$ cat src/rtl/gray_word_packer.sv
// rtl/gray_word_packer.sv - packs four 8-bit grayscale pixels per 32-bit word into a tagged FWFT FIFO
//
// Purpose: raster-tracks an unthrottled pixel stream and packs pixels x[1:0]=0..3
// into one word (pixel 0 in [7:0]). Each word carries sof/eol/eof flags. Words are
// buffered in a first-word-fall-through FIFO that feeds a ready/valid consumer.
//
// Ports:
//   clk, reset                 clock, asynchronous active-high reset
//   frame_sync                 pulse marking pixel (0,0) of a new frame
//   pixel_in, pixel_in_valid   pixel stream, always accepted
//   word_out, word_out_sof/eol/eof, word_out_valid, word_out_ready   word stream
//   overflow                   sticky: a completed word was dropped on a full FIFO
module gray_word_packer #(
  parameter int FRAME_WIDTH  = 1280,
  parameter int FRAME_HEIGHT = 720,
  parameter int FIFO_DEPTH   = 8
) (
  input  logic        clk,
  input  logic        reset,
  input  logic        frame_sync,
  input  logic [7:0]  pixel_in,
  input  logic        pixel_in_valid,
  output logic [31:0] word_out,
  output logic        word_out_sof,
  output logic        word_out_eol,
  output logic        word_out_eof,
  output logic        word_out_valid,
  input  logic        word_out_ready,
  output logic        overflow
);

  localparam int XW = $clog2(FRAME_WIDTH);
  localparam int YW = (FRAME_HEIGHT > 1) ? $clog2(FRAME_HEIGHT) : 1;
  localparam int AW = $clog2(FIFO_DEPTH);

  localparam logic [XW-1:0] X_LAST = XW'(FRAME_WIDTH - 1);
  localparam logic [YW-1:0] Y_LAST = YW'(FRAME_HEIGHT - 1);
  localparam logic [AW:0]   FULL_COUNT = (AW+1)'(FIFO_DEPTH);

  logic [XW-1:0] x, cur_x;
  logic [YW-1:0] y, cur_y;
  logic [7:0]    lane0, lane1, lane2;

  logic [34:0]   mem [FIFO_DEPTH];
  logic [AW-1:0] wr_ptr, rd_ptr;
  logic [AW:0]   count;
  logic [34:0]   rd_data;

  logic push, pop, push_ok, full;
  logic sof, eol, eof;

  // frame_sync re-bases the position for the pixel arriving in the same cycle,
  // so that pixel lands in lane 0 as (0,0) and any partial word is abandoned.
  always_comb begin
    cur_x = x;
    cur_y = y;
    if (frame_sync) begin
      cur_x = '0;
      cur_y = '0;
    end
  end

  assign eol  = (cur_x == X_LAST);
  assign eof  = eol && (cur_y == Y_LAST);
  assign sof  = (cur_y == '0) && (cur_x == XW'(3));

  assign full    = (count == FULL_COUNT);
  assign push    = pixel_in_valid && (cur_x[1:0] == 2'd3);
  assign pop     = word_out_valid && word_out_ready;
  // When full, a simultaneous pop frees the slot the push needs.
  assign push_ok = push && (!full || pop);

  always_ff @(posedge clk or posedge reset) begin
    if (reset) begin
      x     <= '0;
      y     <= '0;
      lane0 <= '0;
      lane1 <= '0;
      lane2 <= '0;
    end else if (pixel_in_valid) begin
      case (cur_x[1:0])
        2'd0:    lane0 <= pixel_in;
        2'd1:    lane1 <= pixel_in;
        2'd2:    lane2 <= pixel_in;
        default: ;
      endcase
      if (eol) begin
        x <= '0;
        y <= (cur_y == Y_LAST) ? '0 : cur_y + 1'b1;
      end else begin
        x <= cur_x + 1'b1;
        y <= cur_y;
      end
    end else if (frame_sync) begin
      x <= '0;
      y <= '0;
    end
  end

  // Storage needs no reset: outputs are masked by word_out_valid.
  always_ff @(posedge clk) begin
    if (push_ok) begin
      mem[wr_ptr] <= {eof, eol, sof, pixel_in, lane2, lane1, lane0};
    end
  end

  always_ff @(posedge clk or posedge reset) begin
    if (reset) begin
      wr_ptr   <= '0;
      rd_ptr   <= '0;
      count    <= '0;
      overflow <= 1'b0;
    end else begin
      if (push_ok) wr_ptr <= wr_ptr + 1'b1;
      if (pop)     rd_ptr <= rd_ptr + 1'b1;
      case ({push_ok, pop})
        2'b10:   count <= count + 1'b1;
        2'b01:   count <= count - 1'b1;
        default: ;
      endcase
      // A frame_sync cycle never completes a word, so clear and set cannot collide.
      if (frame_sync)         overflow <= 1'b0;
      else if (push && !push_ok) overflow <= 1'b1;
    end
  end

  assign word_out_valid = (count != '0);
  assign rd_data        = mem[rd_ptr];
  assign word_out       = word_out_valid ? rd_data[31:0] : 32'h0;
  assign word_out_sof   = word_out_valid && rd_data[32];
  assign word_out_eol   = word_out_valid && rd_data[33];
  assign word_out_eof   = word_out_valid && rd_data[34];

endmodule

$ cat config.mk
export PLATFORM = sky130hd
export DESIGN_NAME = gray_word_packer
export DESIGN_NICKNAME = d
export VERILOG_FILES = /design/src/rtl/gray_word_packer.sv
export SDC_FILE = /design/constraint.sdc
export NUM_CORES = 1
export LEC_CHECK = 0
export ABC_AREA = 0
export BUFFER_PORTS_ARGS = -buffer_cell sky130_fd_sc_hd__buf_4
export CORE_MARGIN = 2
export CORE_UTILIZATION = 60
export DETAILED_ROUTE_END_ITERATION = 6
export PLACE_DENSITY = 0.82
export SKIP_CTS_REPAIR_TIMING = 1
export SYNTH_ARGS = -nofsm -noshare
export SYNTH_HDL_FRONTEND = slang
export SYNTH_SLANG_ARGS = --single-unit
$ cat constraint.sdc
create_clock -name clk -period 8.7 [get_ports clk]
set_clock_uncertainty 0.1 [all_clocks]
set_input_delay 0.435 -clock clk [delete_from_list [all_inputs] [get_ports clk]]
set_output_delay 0.435 -clock clk [all_outputs]
set_load 0.005 [all_outputs]
Yosys cells after proc, flatten, opt, wreduce, memory -nomap -nowiden
Memory sizes are Yosys's and may differ from the RTL's.
Index checks and enable logic that the tools add are counted.
{"block": "word_totals", "ff_bits": 56, "mem_bits_rw": 280, "input_bits": 13, "out_inout_bits": 37, "elab_cells": 58, "memories": 1}
{"name": "mem", "depth": 8, "width": 35, "read_ports": 1, "rd_clocked_by_memory_dff": 0, "write_ports": 1, "line_no": "44", "text": "logic [34:0] mem [FIFO_DEPTH];"}
{"block": "op_classes", "addsub": 6, "n_eq_ne": 9, "mux": 13, "reduce_logical": 20}
{"operator": "10-bit 2-to-1 mux", "count": 4}
{"operator": "11-bit 2-to-1 mux", "count": 3}
{"operator": "32-bit 2-to-1 mux", "count": 1}
{"operator": "11-bit by 1-bit adder with 11-bit output, second input constant", "count": 1}
{"operator": "11-bit equality test, second input constant", "count": 1}
{"operator": "11-bit by 2-bit equality test with 1-bit output, second input constant", "count": 1}
{"operator": "10-bit by 1-bit adder with 10-bit output, second input constant", "count": 1}
{"operator": "10-bit equality test, second input constant", "count": 1}
{"operator": "10-bit zero test", "count": 1}
{"operator": "1-bit logical AND", "count": 9}
{"operator": "4-bit case mux with 2 select lines", "count": 1}
{"operator": "3-bit by 1-bit adder with 3-bit output, second input constant", "count": 2}
{"operator": "2-bit equality test, second input constant", "count": 3}
{"operator": "2-bit AND reduction", "count": 3}
{"operator": "4-bit by 1-bit adder with 4-bit output, second input constant", "count": 1}
{"operator": "2-bit by 1-bit equality test with 1-bit output, second input constant", "count": 2}
{"operator": "4-bit equality test, second input constant", "count": 1}
{"operator": "1-bit 2-to-1 mux", "count": 4}
{"operator": "2-bit nonzero test", "count": 2}
{"operator": "4-bit nonzero test", "count": 1}
{"operator": "4-bit by 1-bit subtractor with 4-bit output, second input constant", "count": 1}
{"operator": "1-bit zero test", "count": 2}
{"operator": "2-bit zero test", "count": 1}
{"operator": "1-bit logical OR", "count": 1}

Longest topological paths before layout
Gate-level depths: netlist of the first run.
{"block": "depth", "ltp_word": 8, "ltp_mapped": 9, "depth_no_buf": 8}

Worst setup path before layout of the first run
Ideal clock, no wire load.
{"block": "synth_timing", "path_kind": "input to register", "start": "in frame_sync", "end": "mem mem[0][0], enable pin", "setup_time_ns": 0.471, "arrival_ns": 4.150, "required_time_ns": 8.129, "path_slack_ns": 3.979, "path_stages": 7, "n_path_buf": 1, "path_cell_list": "clkbuf_1 nor2b_1 ha_1 nand2_1 a21oi_1 nand2b_1 nor3_1"}
{"block": "synth_via", "elab_chain_cells": 6}
{"item": "start, declared", "line_no": "20", "text": "input logic frame_sync,"}
{"item": "11-bit 2-to-1 mux"}
{"item": "2-bit equality test", "line_no": "68", "text": "assign push = pixel_in_valid && (cur_x[1:0] == 2'd3);"}
{"item": "1-bit logical AND", "line_no": "68"}
{"item": "1-bit logical AND", "line_no": "71", "text": "assign push_ok = push && (!full || pop);"}
{"item": "1-bit 2-to-1 mux", "line_no": "102", "text": "if (push_ok) begin"}
{"item": "1-bit 2-to-1 mux (not written as such)", "line_no": "103", "text": "mem[wr_ptr] <= {eof, eol, sof, pixel_in, lane2, lane1, lane0};"}
{"item": "end, declared", "line_no": "44"}
Every way passes these cells.

Worst setup path in the final report of the first run
{"block": "layout_timing", "start": "reg rd_ptr[0]", "end": "out word_out[22]"}
{"block": "layout_via", "elab_chain_cells": 2}
{"item": "start, declared", "line_no": "45", "text": "logic [AW-1:0] wr_ptr, rd_ptr;"}
{"item": "start signal, assigned", "line_no": "115", "text": "if (pop) rd_ptr <= rd_ptr + 1'b1;"}
{"item": "memory 8 x 35 bit"}
{"item": "32-bit 2-to-1 mux", "line_no": "129", "text": "assign word_out = word_out_valid ? rd_data[31:0] : 32'h0;"}
{"item": "end, declared", "line_no": "23", "text": "output logic [31:0] word_out,"}
Every way passes these cells.

==> flow_summary.yaml, run 1 <==
power:
  swShare: 0.265
  power_frac_comb: 0.240
  switchingPower_mw: 1.22
  power_leakage_nw: 5.38
  power_frac_seq: 0.444
  p_clk_frac: 0.315
  p_int_mw: 3.39
  peakVddDrop_mv: 0.213
  power.density_mw_per_mm2: 302
route:
  via_per_inst: 6.31
  num_vias: 6798
  ant_nets: 0
  wirelength_um: 26900
  drc: 0
  drtIter0Drc: 543
  wl_per_cell_um: 25.0
  dr.pass1.iters: 5
cts:
  clk_latency_ps: 550
  cts_root_buf: "clkbuf_16"
  clockBufferDepth: 3
  htreeDepth: 1
  cts_tree: "yes"
  cts_buffers: 31
  cts.sinks: 336
  path_clk_slew_ps: 70
worst_setup_path:
  arrival_ps: 3250
  rr_worst_depth: 6
  worstPathRequired_ps: 8170
  cp-end-kind: "output port"
  r2r-end: "mem[2][8]"
  timing.rr.start: "x[0]"
  r2r_slack_ps: 5300
  cp-startpoint: "rd_ptr[0]"
  start_kind: "register"
  setup.worst_path.class: "reg -> out"
  path_max_fanout: 45
placement:
  place_congestion: 0.780
  place_hpwl_um: 14800
  io_buffers: 49
worst_hold_path:
  hp-class: "in -> async"
timing:
  setup_violations: 0
  maxSlewViolCount: 0
  rsz0062_at_grt: "false"
  fin_crit_sh: 0.435
  final.setup.tns_ps: 0
  fin_crit_ps: 3780
  max_clock_freq_mhz: 264
  worstMarginPinSlew_ps: 1220
  hold_viol_final: 0
  relSlewSlack: 0.188
final_layout:
  nFillCells: 1294
  drive_gt1_frac: 0.286
  multi_input_area_sq_mm: 0.00349
  nets: 798
  syn_to_final_growth_pct: 13.9
  fin_util: 0.698
  seq_area_sq_mm: 0.00982
  insertedDiodeCount: 0
floorplanning:
  num_rows: 54
  coreArea_sq_mm: 0.0219
  start_util: 0.613
  die_x_um: 154
  die_h_um: 154
  ios: 50
  dieArea_sq_mm: 0.0236
yosys:
  synth.distinct_cells: 47
  synth_fp_nets: 733
  async_flop_share: 0.167
  ys_ff_latch: 336
  synth-edff-count: 280
  syn_area_sq_mm: 0.0134
  ys_seq_area_frac: 0.731
  synth.avg_cell_area_sq_um: 18.9
  ys.flop_type: "edfxtp_1"
  synth_warnings: 0
  synthCells: 709
global_routing:
  antenna_found_initial: 0
  grt_pass1_wl_um: 41500
  grtUsageTotal: 0.231
  grt_remaining_overflow: 0
  grt_pass1_vias: 7218
  grt_max_degree: 65
status:
  status: "finished, final reports clean"
job:
  maxCapViolCount: 0
-- critical path: stages (launching register included) --
cell and delay (ps):
dfrtp_4 780, buf_4 800, mux4_2 620, mux2i_1 210, nor2_1 80, buf_4 160
-- cell families (layout without fill, tap and decap cells) --
group | after synthesis | count (layout) | synth area share
XOR/XNOR | 15 | 15 | 0.00979
flip-flops | 336 | 336 | 0.731
buffers and inverters | 44 | 133 | 0.0131
AO/OA/AOI/OAI | 30 | 30 | 0.0136
AND/OR/NAND/NOR | 138 | 138 | 0.0532
adder cells (fa/ha/maj) | 11 | 11 | 0.0108
multiplexers | 135 | 135 | 0.168
-- power groups by stage --
stage / Clock (mW) / Sequential, mW / Combinational, mW
after floorplan: 0 / 1.99 / 0.779
after global placement: 0 / 2.07 / 1.09
after detailed placement: 0 / 2.08 / 1.11
after CTS: 1.47 / 2.05 / 1.13
after global routing: 1.53 / 2.07 / 1.19
final: 1.45 / 2.05 / 1.11
-- placed cells by master (no fill, tap or decap), types with 3 or more instances in the layout --
cell and instances:
edfxtp_1 280, mux4_2 70, buf_4 62, dfrtp_1 53, nor2_1 46, mux2i_1 38, clkbuf_16 31, mux2_2 27
nand2_1 19, xnor2_1 14, inv_1 13, nor2b_1 10, a21oi_1 10, ha_1 10, o21ai_0 9, nand3_1 8
nor4_1 7, nand4_1 7, clkinv_2 7, bufinv_16 7, nor3_1 6, nand2b_1 6, nor2_4 6, or4_1 4
clkinv_1 4, clkbuf_8 3
-- through the flow --
stage	worst slack (ps)	cell area, sq um	hold slack (ps)	power (mW)	cells
after global placement	5170	14200	408	3.15	1021
after detailed placement	4970	14200	414	3.20	1021
after CTS	4800	15300	30.9	4.65	1078
after floorplan	3980	13400	380	2.77	709
final	4920	15300	1.55	4.61	1078
after global routing	4670	15300	77.3	4.79	1078
-- worst max path at each step --
stage,to,slack [ps],cells after the start
after global placement,mem[3][13],5170,7
final,word_out[22],4920,5
after global routing,word_out[30],4670,5
after CTS,word_out[22],4800,5
after floorplan,mem[0][0],3980,7
after detailed placement,mem[2][10],4970,7
-- final cells by class --
class | count | share of cell area
clock buffers | 36 | 0.0540
clock inverters | 21 | 0.0187
well taps | 280 | 0.0229
multi-input cells | 329 | 0.228
repair buffers | 62 | 0.0305
inverters | 14 | 0.00344
flip-flops and latches | 336 | 0.642
-- metal layers --
layer / wire length (um) / global-route usage
met1: 10600 / 0.314
met2: 14100 / 0.404
met3: 1580 / 0.0310
met4: 631 / 0.0599
met5: 0 / 0
-- synth_stat cells (all sizes together), types with 8 or more instances --
cell	n	share of area
a21oi	10	0.0037
buf	11	0.0038
clkbuf	19	0.0053
dfrtp	56	0.10
edfxtp	280	0.63
ha	10	0.0093
inv	14	0.0039
mux2	27	0.023
mux2i	38	0.028
mux4	70	0.12
nand2	20	0.0058
nand3	8	0.0030
nand4	8	0.0042
nor2	52	0.015
nor2b	10	0.0047
nor3	8	0.0030
nor4	8	0.0048
o21ai	10	0.0037
xnor2	14	0.0091
-- registers in the layout, summed over array words and instances, names as in the netlist --
name      flops
lane1         8
wr_ptr        3
lane0         8
x            11
count         4
overflow      1
lane2         8
rd_ptr        3
y            10
mem         280
No activity file was read; power rests on OpenSTA's default activity.
==> run 2, diff against run 1 <==
CORE_UTILIZATION = 55   (was 60)
PLACE_DENSITY = 0.79   (was 0.82)
clock period = 3.4 ns   (was 8.7 ns; I/O delays follow)
==> run 2 against run 1 <==
Total power rose to 2.6 times the previous value. Critical path depth rose by 4. Worst setup slack got worse by 4700 ps. Global-route usage rose by 0.15 points. Non-clock buffer count rose by 22. Register-to-register slack got worse by 5000 ps. Core utilization fell by 4.9 points. Final cell count rose by 6.5%. Highest routed layer unchanged. Via count rose by 3.8%. Design area rose by 2.4%. Worst hold slack improved by 270 ps. Sequential cell count did not move.
==> flow_summary.yaml, run 2 (same netlist as run 1, synthesis figures left out) <==
status:
  status: "finished, final reports clean"
power:
  power.density_mw_per_mm2: 775
  power_frac_seq: 0.451
  swShare: 0.279
  power_frac_comb: 0.237
  p_clk_frac: 0.312
  total_power_mw: 12.1
  p_int_mw: 8.75
  peakVddDrop_mv: 0.414
  power_leakage_nw: 5.50
  switchingPower_mw: 3.38
floorplanning:
  coreArea_sq_mm: 0.0241
  die_x_um: 160
  start_util: 0.557
  num_rows: 57
  die_h_um: 160
  dieArea_sq_mm: 0.0257
  ios: 50
placement:
  place_congestion: 0.842
  dpl.cell_count: 1075
  io_buffers: 49
  place_area_sq_mm: 0.0144
  place_hpwl_um: 18200
timing:
  worstMarginPinSlew_ps: 930
  fin_crit_ps: 3180
  hold_viol_final: 0
  rsz0062_at_grt: "false"
  maxSlewViolCount: 0
  final.setup.tns_ps: 0
  max_clock_freq_mhz: 315
  relSlewSlack: 0.380
  setup_violations: 0
  fin_crit_sh: 0.935
cts:
  cts_tree: "yes"
  path_clk_slew_ps: 60
  clockBufferDepth: 3
  htreeDepth: 2
  cts.sinks: 336
  cts_root_buf: "clkbuf_16"
  cts_buffers: 34
  clk_latency_ps: 500
final_layout:
  syn_to_final_growth_pct: 16.7
  layout_common_cells: "edfxtp_1 (280), mux4_2 (70), buf_4 (65)"
  largest_reg_flops: 280
  top_register: "mem"
  final_cells: 1148
  seq_area_sq_mm: 0.00982
  final_common_cell: "edfxtp_1"
  nets: 823
  reg_top3: "mem (280), x (11), y (10)"
  drive_gt1_frac: 0.286
  nFillCells: 1582
  multi_input_area_sq_mm: 0.00350
  insertedDiodeCount: 0
  stdcell_area_sq_mm: 0.0157
route:
  wirelength_um: 29500
  ant_nets: 0
  dr.pass1.iters: 4
  via_per_inst: 6.14
  wl_per_cell_um: 25.7
  drc: 0
  num_vias: 7054
  drtIter0Drc: 687
worst_setup_path:
  path_max_fanout: 26
  cp-startpoint: "frame_sync"
  setup.worst_path.class: "in -> reg"
  arrival_ps: 3250
  start_kind: "primary input"
  r2r_slack_ps: 300
  timing.rr.start: "x[0]"
  cp-end-kind: "register"
  worstPathRequired_ps: 3470
global_routing:
  grt_pass1_vias: 7179
  grtUsageTotal: 0.233
  antenna_found_initial: 0
  grt_max_degree: 36
  grt_remaining_overflow: 0
  grt_pass1_wl_um: 44200
worst_hold_path:
  hp-class: "in -> async"
job:
  maxCapViolCount: 0
## run 2: changes by cell type in the layout (fill, tap and decap cells not counted), moves of 2 or more
cell,previous run,this run
dlygate4sd3_1,0,12
buf_12,0,7
clkbuf_1,2,7
clkbuf_16,31,35
buf_4,62,65
clkbuf_8,3,0
clkinv_2,7,4
bufinv_16,7,5
nor3_2,2,0
nor3_4,0,2
## run 2: final cells by class
class / count / area share
well taps: 324 / 0.0259
repair buffers: 84 / 0.0478
clock buffers: 42 / 0.0576
multi-input cells: 329 / 0.224
inverters: 14 / 0.00336
clock inverters: 19 / 0.0147
flip-flops and latches: 336 / 0.627
## run 2: worst paths after layout
path | endpoint | depth (start not counted)
max | mem[1][18] | 9
max reg2reg | mem[1][18] | 7
max in group asynchronous | x[1] | 4
min | count[0] | 3
min reg2reg | overflow | 2
min in group clk | rd_ptr[2] | 4
## run 2: worst max-delay path: stages
cell	delay, ps
dlygate4sd3_1	530
buf_4	210
nor2b_1	310
ha_1	350
nand2_1	150
a21oi_1	480
nand2_1	400
nor3_4	270
buf_4	350
## run 2: power groups by stage
stage               Clock [mW]  Combinational [mW]  Sequential, mW
detailed placement           0                2.83            5.54
CTS                       3.83                2.89            5.46
global placement             0                2.77            5.50
floorplan                    0                1.99            5.09
global route              4.01                3.08            5.53
finish                    3.79                2.88            5.47
## run 2: metrics by stage
stage	hold WS, ps	worst slack, ps	utilization
2_1_floorplan	169	-121	-
3_3_place_gp	234	565	0.598
3_5_place_dp	257	380	0.598
4_1_cts	-272	323	0.645
5_1_grt	338	57.2	0.649
6_report	267	222	0.649
## run 2: per-layer routing
metal  routed length [um]  share of wire  global-route usage  vias up
li1                     -              -                   -     2996
met1                12200           0.41               0.344     3660
met2                14500           0.49               0.372      352
met3                 2260          0.077              0.0405       46
met4                  535          0.018              0.0536        0
met5                    0              0                   0        -
